===== src/rtl/rv32_pkg.sv =====
// RV32 decode-stage shared definitions.
// Contents:
//   - XLEN and the bubble encodings (NOP_INSTR, BUBBLE_PC).
//   - Major-opcode localparams.
//   - The immediate-format enum and the opcode -> format map.
package rv32_pkg;

  localparam int XLEN = 32;

  localparam logic [31:0] NOP_INSTR = 32'h0000_0013;  // addi x0,x0,0
  localparam logic [31:0] BUBBLE_PC = 32'h0000_0000;  // pc 0 marks "no instruction"

  localparam logic [6:0] OP_LUI    = 7'b0110111;
  localparam logic [6:0] OP_AUIPC  = 7'b0010111;
  localparam logic [6:0] OP_JAL    = 7'b1101111;
  localparam logic [6:0] OP_JALR   = 7'b1100111;
  localparam logic [6:0] OP_BRANCH = 7'b1100011;
  localparam logic [6:0] OP_LOAD   = 7'b0000011;
  localparam logic [6:0] OP_STORE  = 7'b0100011;
  localparam logic [6:0] OP_IMM    = 7'b0010011;
  localparam logic [6:0] OP_REG    = 7'b0110011;

  typedef enum logic [2:0] {
    IMM_NONE,
    IMM_I,
    IMM_S,
    IMM_B,
    IMM_U,
    IMM_J
  } imm_fmt_t;

  // R-type and unknown opcodes carry no immediate.
  function automatic imm_fmt_t imm_fmt(input logic [6:0] opcode);
    case (opcode)
      OP_IMM, OP_LOAD, OP_JALR: return IMM_I;
      OP_STORE:                 return IMM_S;
      OP_BRANCH:                return IMM_B;
      OP_LUI, OP_AUIPC:         return IMM_U;
      OP_JAL:                   return IMM_J;
      default:                  return IMM_NONE;
    endcase
  endfunction

endpackage


===== src/rtl/regfile_2r1w.sv =====
// 32 x 32 register file: two asynchronous read ports and one write port.
// Behaviour:
//   - x0 always reads 0, and a write to x0 is dropped.
//   - A read of the register being written in the same cycle returns wb_data.
//   - Every entry clears on rst (asynchronous, active-high).
// Ports:
//   clk, rst            clock / async active-high reset
//   rs1_addr, rs2_addr  read addresses
//   rs1_data, rs2_data  read data (combinational)
//   wb_en, wb_rd        write enable / destination
//   wb_data             write data
module regfile_2r1w
  import rv32_pkg::*;
(
  input  logic            clk,
  input  logic            rst,
  input  logic [4:0]      rs1_addr,
  input  logic [4:0]      rs2_addr,
  output logic [XLEN-1:0] rs1_data,
  output logic [XLEN-1:0] rs2_data,
  input  logic            wb_en,
  input  logic [4:0]      wb_rd,
  input  logic [XLEN-1:0] wb_data
);

  logic [XLEN-1:0] mem [32];
  logic            wr_live;

  assign wr_live = wb_en && (wb_rd != 5'd0);

  always_ff @(posedge clk or posedge rst) begin
    if (rst) begin
      for (int i = 0; i < 32; i++) mem[i] <= '0;
    end else if (wr_live) begin
      mem[wb_rd] <= wb_data;
    end
  end

  // The x0 check comes first, so it also covers the bypass (wr_live already excludes x0).
  always_comb begin
    rs1_data = mem[rs1_addr];
    if (rs1_addr == 5'd0)                  rs1_data = '0;
    else if (wr_live && wb_rd == rs1_addr) rs1_data = wb_data;
  end

  always_comb begin
    rs2_data = mem[rs2_addr];
    if (rs2_addr == 5'd0)                  rs2_data = '0;
    else if (wr_live && wb_rd == rs2_addr) rs2_data = wb_data;
  end

endmodule


===== src/rtl/decode_stage.sv =====
// RV32 decode stage.
// Contents:
//   - IF/DE pipeline register.
//   - DE/EXE pipeline register.
//   - Register file.
//   - Immediate generation.
// Handshake: valid_if qualifies instr_if/pc_if. An invalid fetch, a flush or a
// stall-induced bubble is carried down the pipe as NOP_INSTR with pc BUBBLE_PC
// and a cleared valid bit, so nothing downstream needs a separate kill line.
// Ports:
//   clk, rst                          clock / async active-high reset
//   instr_if, pc_if, valid_if         fetched instruction
//   stall                             hold DE, inject a bubble into EXE
//   flush                             squash DE and EXE (wins over stall)
//   hazard_a/b, data_a_mgr/b_mgr      operand forwarding overrides
//   wb_en, wb_rd, wb_data             writeback port
//   instr_de, pc_de                   DE contents (to the hazard unit)
//   instr_exe, pc_exe, rs1_val_exe,
//   rs2_val_exe, imm_exe, valid_exe   EXE contents
//   stall_if                          hold fetch (stall & ~flush)
module decode_stage #(
  parameter int          XLEN      = 32,
  parameter logic [31:0] NOP_INSTR = 32'h0000_0013,
  parameter logic [31:0] BUBBLE_PC = 32'h0000_0000
) (
  input  logic            clk,
  input  logic            rst,
  input  logic [31:0]     instr_if,
  input  logic [XLEN-1:0] pc_if,
  input  logic            valid_if,
  input  logic            stall,
  input  logic            flush,
  input  logic            hazard_a,
  input  logic            hazard_b,
  input  logic [XLEN-1:0] data_a_mgr,
  input  logic [XLEN-1:0] data_b_mgr,
  input  logic            wb_en,
  input  logic [4:0]      wb_rd,
  input  logic [XLEN-1:0] wb_data,
  output logic [31:0]     instr_de,
  output logic [XLEN-1:0] pc_de,
  output logic [31:0]     instr_exe,
  output logic [XLEN-1:0] pc_exe,
  output logic [XLEN-1:0] rs1_val_exe,
  output logic [XLEN-1:0] rs2_val_exe,
  output logic [XLEN-1:0] imm_exe,
  output logic            valid_exe,
  output logic            stall_if
);
  import rv32_pkg::imm_fmt_t;
  import rv32_pkg::imm_fmt;
  import rv32_pkg::IMM_I;
  import rv32_pkg::IMM_S;
  import rv32_pkg::IMM_B;
  import rv32_pkg::IMM_U;
  import rv32_pkg::IMM_J;

  function automatic logic [31:0] immgen(input logic [31:0] i);
    imm_fmt_t fmt;
    fmt = imm_fmt(i[6:0]);
    case (fmt)
      IMM_I:   return {{20{i[31]}}, i[31:20]};
      IMM_S:   return {{20{i[31]}}, i[31:25], i[11:7]};
      IMM_B:   return {{19{i[31]}}, i[31], i[7], i[30:25], i[11:8], 1'b0};
      IMM_U:   return {i[31:12], 12'b0};
      IMM_J:   return {{11{i[31]}}, i[31], i[19:12], i[20], i[30:21], 1'b0};
      default: return 32'b0;
    endcase
  endfunction

  logic            valid_de;
  logic [XLEN-1:0] rf_rs1;
  logic [XLEN-1:0] rf_rs2;

  // A flush outranks a stall, so fetch is never held on a redirect.
  assign stall_if = stall & ~flush;

  // rs1/rs2 fields are read for every format; the hazard unit decides whether they matter.
  regfile_2r1w u_regfile (
    .clk      (clk),
    .rst      (rst),
    .rs1_addr (instr_de[19:15]),
    .rs2_addr (instr_de[24:20]),
    .rs1_data (rf_rs1),
    .rs2_data (rf_rs2),
    .wb_en    (wb_en),
    .wb_rd    (wb_rd),
    .wb_data  (wb_data)
  );

  // IF/DE: flush > stall > advance.
  always_ff @(posedge clk or posedge rst) begin
    if (rst) begin
      instr_de <= NOP_INSTR;
      pc_de    <= BUBBLE_PC;
      valid_de <= 1'b0;
    end else if (flush) begin
      instr_de <= NOP_INSTR;
      pc_de    <= BUBBLE_PC;
      valid_de <= 1'b0;
    end else if (!stall) begin
      instr_de <= valid_if ? instr_if : NOP_INSTR;
      pc_de    <= valid_if ? pc_if    : BUBBLE_PC;
      valid_de <= valid_if;
    end
  end

  // DE/EXE: a stall leaves the instruction in DE and sends a bubble forward,
  // so K stall cycles yield exactly K bubbles.
  always_ff @(posedge clk or posedge rst) begin
    if (rst) begin
      instr_exe   <= NOP_INSTR;
      pc_exe      <= BUBBLE_PC;
      rs1_val_exe <= '0;
      rs2_val_exe <= '0;
      imm_exe     <= '0;
      valid_exe   <= 1'b0;
    end else if (flush || stall) begin
      instr_exe   <= NOP_INSTR;
      pc_exe      <= BUBBLE_PC;
      rs1_val_exe <= '0;
      rs2_val_exe <= '0;
      imm_exe     <= '0;
      valid_exe   <= 1'b0;
    end else begin
      instr_exe   <= instr_de;
      pc_exe      <= pc_de;
      rs1_val_exe <= hazard_a ? data_a_mgr : rf_rs1;
      rs2_val_exe <= hazard_b ? data_b_mgr : rf_rs2;
      imm_exe     <= immgen(instr_de);
      valid_exe   <= valid_de;
    end
  end

endmodule


===== config.mk =====
export PLATFORM = sky130hd
export DESIGN_NAME = decode_stage
export DESIGN_NICKNAME = d
export VERILOG_FILES = /design/src/rtl/rv32_pkg.sv /design/src/rtl/regfile_2r1w.sv /design/src/rtl/decode_stage.sv
export SDC_FILE = /design/constraint.sdc
export NUM_CORES = 2
export LEC_CHECK = 0
export CORE_AREA = 2 2 399 401
export DETAILED_ROUTE_END_ITERATION = 10
export DIE_AREA = 0 0 401 403
export PLACE_DENSITY_LB_ADDON = 0.05
export SLEW_MARGIN = 20
export SYNTH_ARGS = -nofsm -noshare
export SYNTH_HDL_FRONTEND = slang
export SYNTH_SLANG_ARGS = --single-unit

===== constraint.sdc =====
create_clock -name clk -period 81.7 [get_ports clk]
set_input_delay 16.34 -clock clk [delete_from_list [all_inputs] [get_ports clk]]
set_output_delay 16.34 -clock clk [all_outputs]
set_load 0.05 [all_outputs]

==> results.md <==
* Gpl congestion at 0.7819
* Post-route ant nets at 0
* Crit path DAT at 18.39 ns
* Slew @ Worst Pin at 1.274 ns
* Synth area leader: dfrtp_1
* Cell area after synthesis at 0.06267 mm^2
* Type of the most critical hold path: reg -> reg
* Syn_area_per_cell at 13.59 um^2
* Clock latency on the worst-skew pair at 0.79 ns
* FMAX at 28.79 MHz
* Utilization after layout at 0.4658
* Total GRT Usage at 0.2778
* DR vias at 42330
* Yosys cell types at 46
* Final WS setup at 46.97 ns
* Final Cycle Share at 0.4251
* CP required at 65.36 ns
* CTS resizes at 0
* Largest net degree at the start of global routing at 155
* Ranking of synthesized cells by area: dfrtp_1, mux2_2, mux4_2
* Share of cells above drive strength 1 at 0.3488
* Buf/Inv on CP at 3
* H-tree levels at 4
* Clk_skew at 0.02589 ns
* Starting Density at 0.3980
* DP Area at 0.06838 mm^2
* WS Path Type: in -> out
* Post-CTS setup buffers at 0
* Max-slew headroom at 0.1505
* Gr ovfl total at 0
* Post-synthesis register bit count at 1250
* Drt wl/cell at 32.30 um
* Post-synth top flop: dfrtp_1
* Initial antenna violation count at 5
* Port Buffers at 398
* Met2 GRT Util at 0.4454
* Final hold vios at 0
* Buffer depth of the longest clock path at 3
* DP Wirelength at 127.4 mm
* Synth-to-Final Area Change at 17.05%
* Post-CTS Hold Buffers at 0
* # IOs at 399
* Clock Sinks at 1250
* Leakage power figure at 30.79 nW
* Crit path capture type: output port
* Top Usage Layer GRT: met2
* Synth async-reset ratio at 1.000
* Tot Pwr at 1.748 mW
* VDD IR max at 0.00002323 V
* Critical Path Most Common Cell: clkdlybuf4s50_1
* Net count, final at 4957
* Slew Limit Fails at 0
* Top delay family on crit path: buffers and inverters
* CP Launch Type: input port
* Yosys top cell area share at 0.4968
* Yosys warnings at 0
* Final instance area at 0.07335 mm^2
* Final Critical Period at 34.73 ns
* Vias per inst at 6.070
* Outcome: completed
* First-pass iteration count of the detailed router at 8
* Seq/Total Area, Yosys at 0.4993
* Setup_tns at 0 ns
* Core ar. at 0.1575 mm^2
* Post-synth EDFFs at 0
* Reg clk slew, reported paths at 0.06 ns
* First-pass GRT wire length at 325.6 mm
* Cell Rows at 146
* CP max-delay cell: clkdlybuf4s50_1
* Root Buffer: clkbuf_16
* Mapped Cells at 4612
* Dpl cells at 6703
* Routed WL at 225.3 mm
* Fin cells at 6974
* Fill cells at 14310
* RSZ-0062 raised after global routing: false
* Worst-path maximum fanout at 8
* Crit path largest cell delay at 0.82 ns
* Final setup violating endpoints at 0
* CTS tree: done
* DRT iter0 DRCs at 3302
* Met1 Use GR at 0.3878
* Maxcap violations at 0
* DRC viols at 0
* Setup Slack @ Placement at 46.98 ns
* Chip width at 401 um
* Die area at 0.1616 mm^2
* Met3 global-route usage at 0.04580
* Synth Net Count at 4785
* Die extent in y at 403 um
* TritonCTS buffer count at 151
* Min Hold Slack at 0.3978 ns
* Worst-path cell chain: clkdlybuf4s50_1 > nand2b_1 > inv_2 > clkdlybuf4s50_1
* PwrDens at 23.83 mW/mm^2
* Vias in the first global route at 43460
cells in the mapped netlist (8+ instances only):
| library cell | n |
|---|---|
| buf_2 | 187 |
| nand3_1 | 136 |
| dfrtp_1 | 1244 |
| xnor2_1 | 10 |
| nand4_1 | 67 |
| buf_1 | 42 |
| mux2_2 | 989 |
| nor2b_1 | 8 |
| and3_1 | 65 |
| buf_4 | 12 |
| clkbuf_1 | 262 |
| a21oi_1 | 94 |
| a22o_1 | 61 |
| nor2_1 | 32 |
| nand2_1 | 121 |
| mux2i_1 | 496 |
| a22oi_1 | 314 |
| and2_1 | 73 |
| a221o_1 | 62 |
| mux4_2 | 264 |
area by class of cell:
cell class / count / area [um^2] / area share
Antenna cell: 5 / 12.51 / 0.0001706
Clock buffer: 228 / 4526 / 0.06170
Inverter: 3 / 18.77 / 0.0002559
Clock inverter: 38 / 480.5 / 0.006550
Multi-Input combinational cell: 2855 / 29520 / 0.4024
Sequential cell: 1250 / 31310 / 0.4269
Timing Repair Buffer: 523 / 4891 / 0.06668
Tap cell: 2072 / 2592 / 0.03534
registers in the layout, summed over array words and instances, names as in the netlist:
name,count
pc_de,32
rs1_val_exe,32
rs2_val_exe,32
pc_exe,32
instr_exe,32
valid_de,1
imm_exe,32
valid_exe,1
u_regfile.mem,1024
instr_de,32
worst paths after layout:
kind                                            startpoint                         endpoint  slack, ns  cells after the start
setup / recovery                                     stall                         stall_if      46.97                      4
hold / removal             u_regfile.mem[1022]$_DFFE_PP0P_  u_regfile.mem[1022]$_DFFE_PP0P_       0.40                      0
setup reg to reg                  instr_de[22]$_DFFE_PP0N_        rs2_val_exe[22]$_DFF_PP0_      77.11                      7
hold reg to reg            u_regfile.mem[1022]$_DFFE_PP0P_  u_regfile.mem[1022]$_DFFE_PP0P_       0.40                      0
max in group asynchronous                              rst   u_regfile.mem[182]$_DFFE_PP0P_      62.08                      6
min in group asynchronous                              rst         rs2_val_exe[2]$_DFF_PP0_      16.04                      2
layer usage:
layer  vias to the layer above  routed length (um)
met4                         0                6344
met5                         -                   0
met3                       347               11350
met2                      1245              106400
met1                     22930              101200
li1                      17810                   -
report_power, final:
group          total, mW  internal (mW)  switching [mW]  leakage, nW
clock network      0.683          0.409           0.274         2.46
logic              0.276          0.153           0.122         12.1
registers          0.789          0.718          0.0706         16.2
kinds of logic after synthesis:
group,share of synthesized area
AOI/OAI and AO/OA,0.06575
buffers and inverters,0.03494
xor gates and xnor gates,0.001398
and+or+nand+nor,0.04626
DFF,0.4993
muxes,0.3524
worst register-to-register path, delay by kind of cell, from the launching register on:
kind | cells | cell delay [ns]
buf+inv | 3 | 2.16
flops | 1 | 0.89
mux | 1 | 0.64
compound gates | 2 | 0.63
simple gates | 1 | 0.12
cell usage in the layout (no fill, tap or decap), types with 33 or more instances in the layout:
cell | synthesis | final
a22oi_1 | 314 | 314
clkbuf_16 | 0 | 157
buf_4 | 12 | 118
mux4_2 | 264 | 264
a221o_1 | 62 | 62
mux2_2 | 989 | 989
clkbuf_8 | 0 | 33
nand2_1 | 121 | 106
clkdlybuf4s50_1 | 0 | 376
mux2i_1 | 496 | 496
nand4_1 | 67 | 67
a21oi_1 | 94 | 94
nand3_1 | 136 | 136
and2_1 | 73 | 68
clkbuf_1 | 262 | 38
a22o_1 | 61 | 61
and3_1 | 65 | 63
dfrtp_1 | 1244 | 1238
Power figures use the tool's default switching activity.
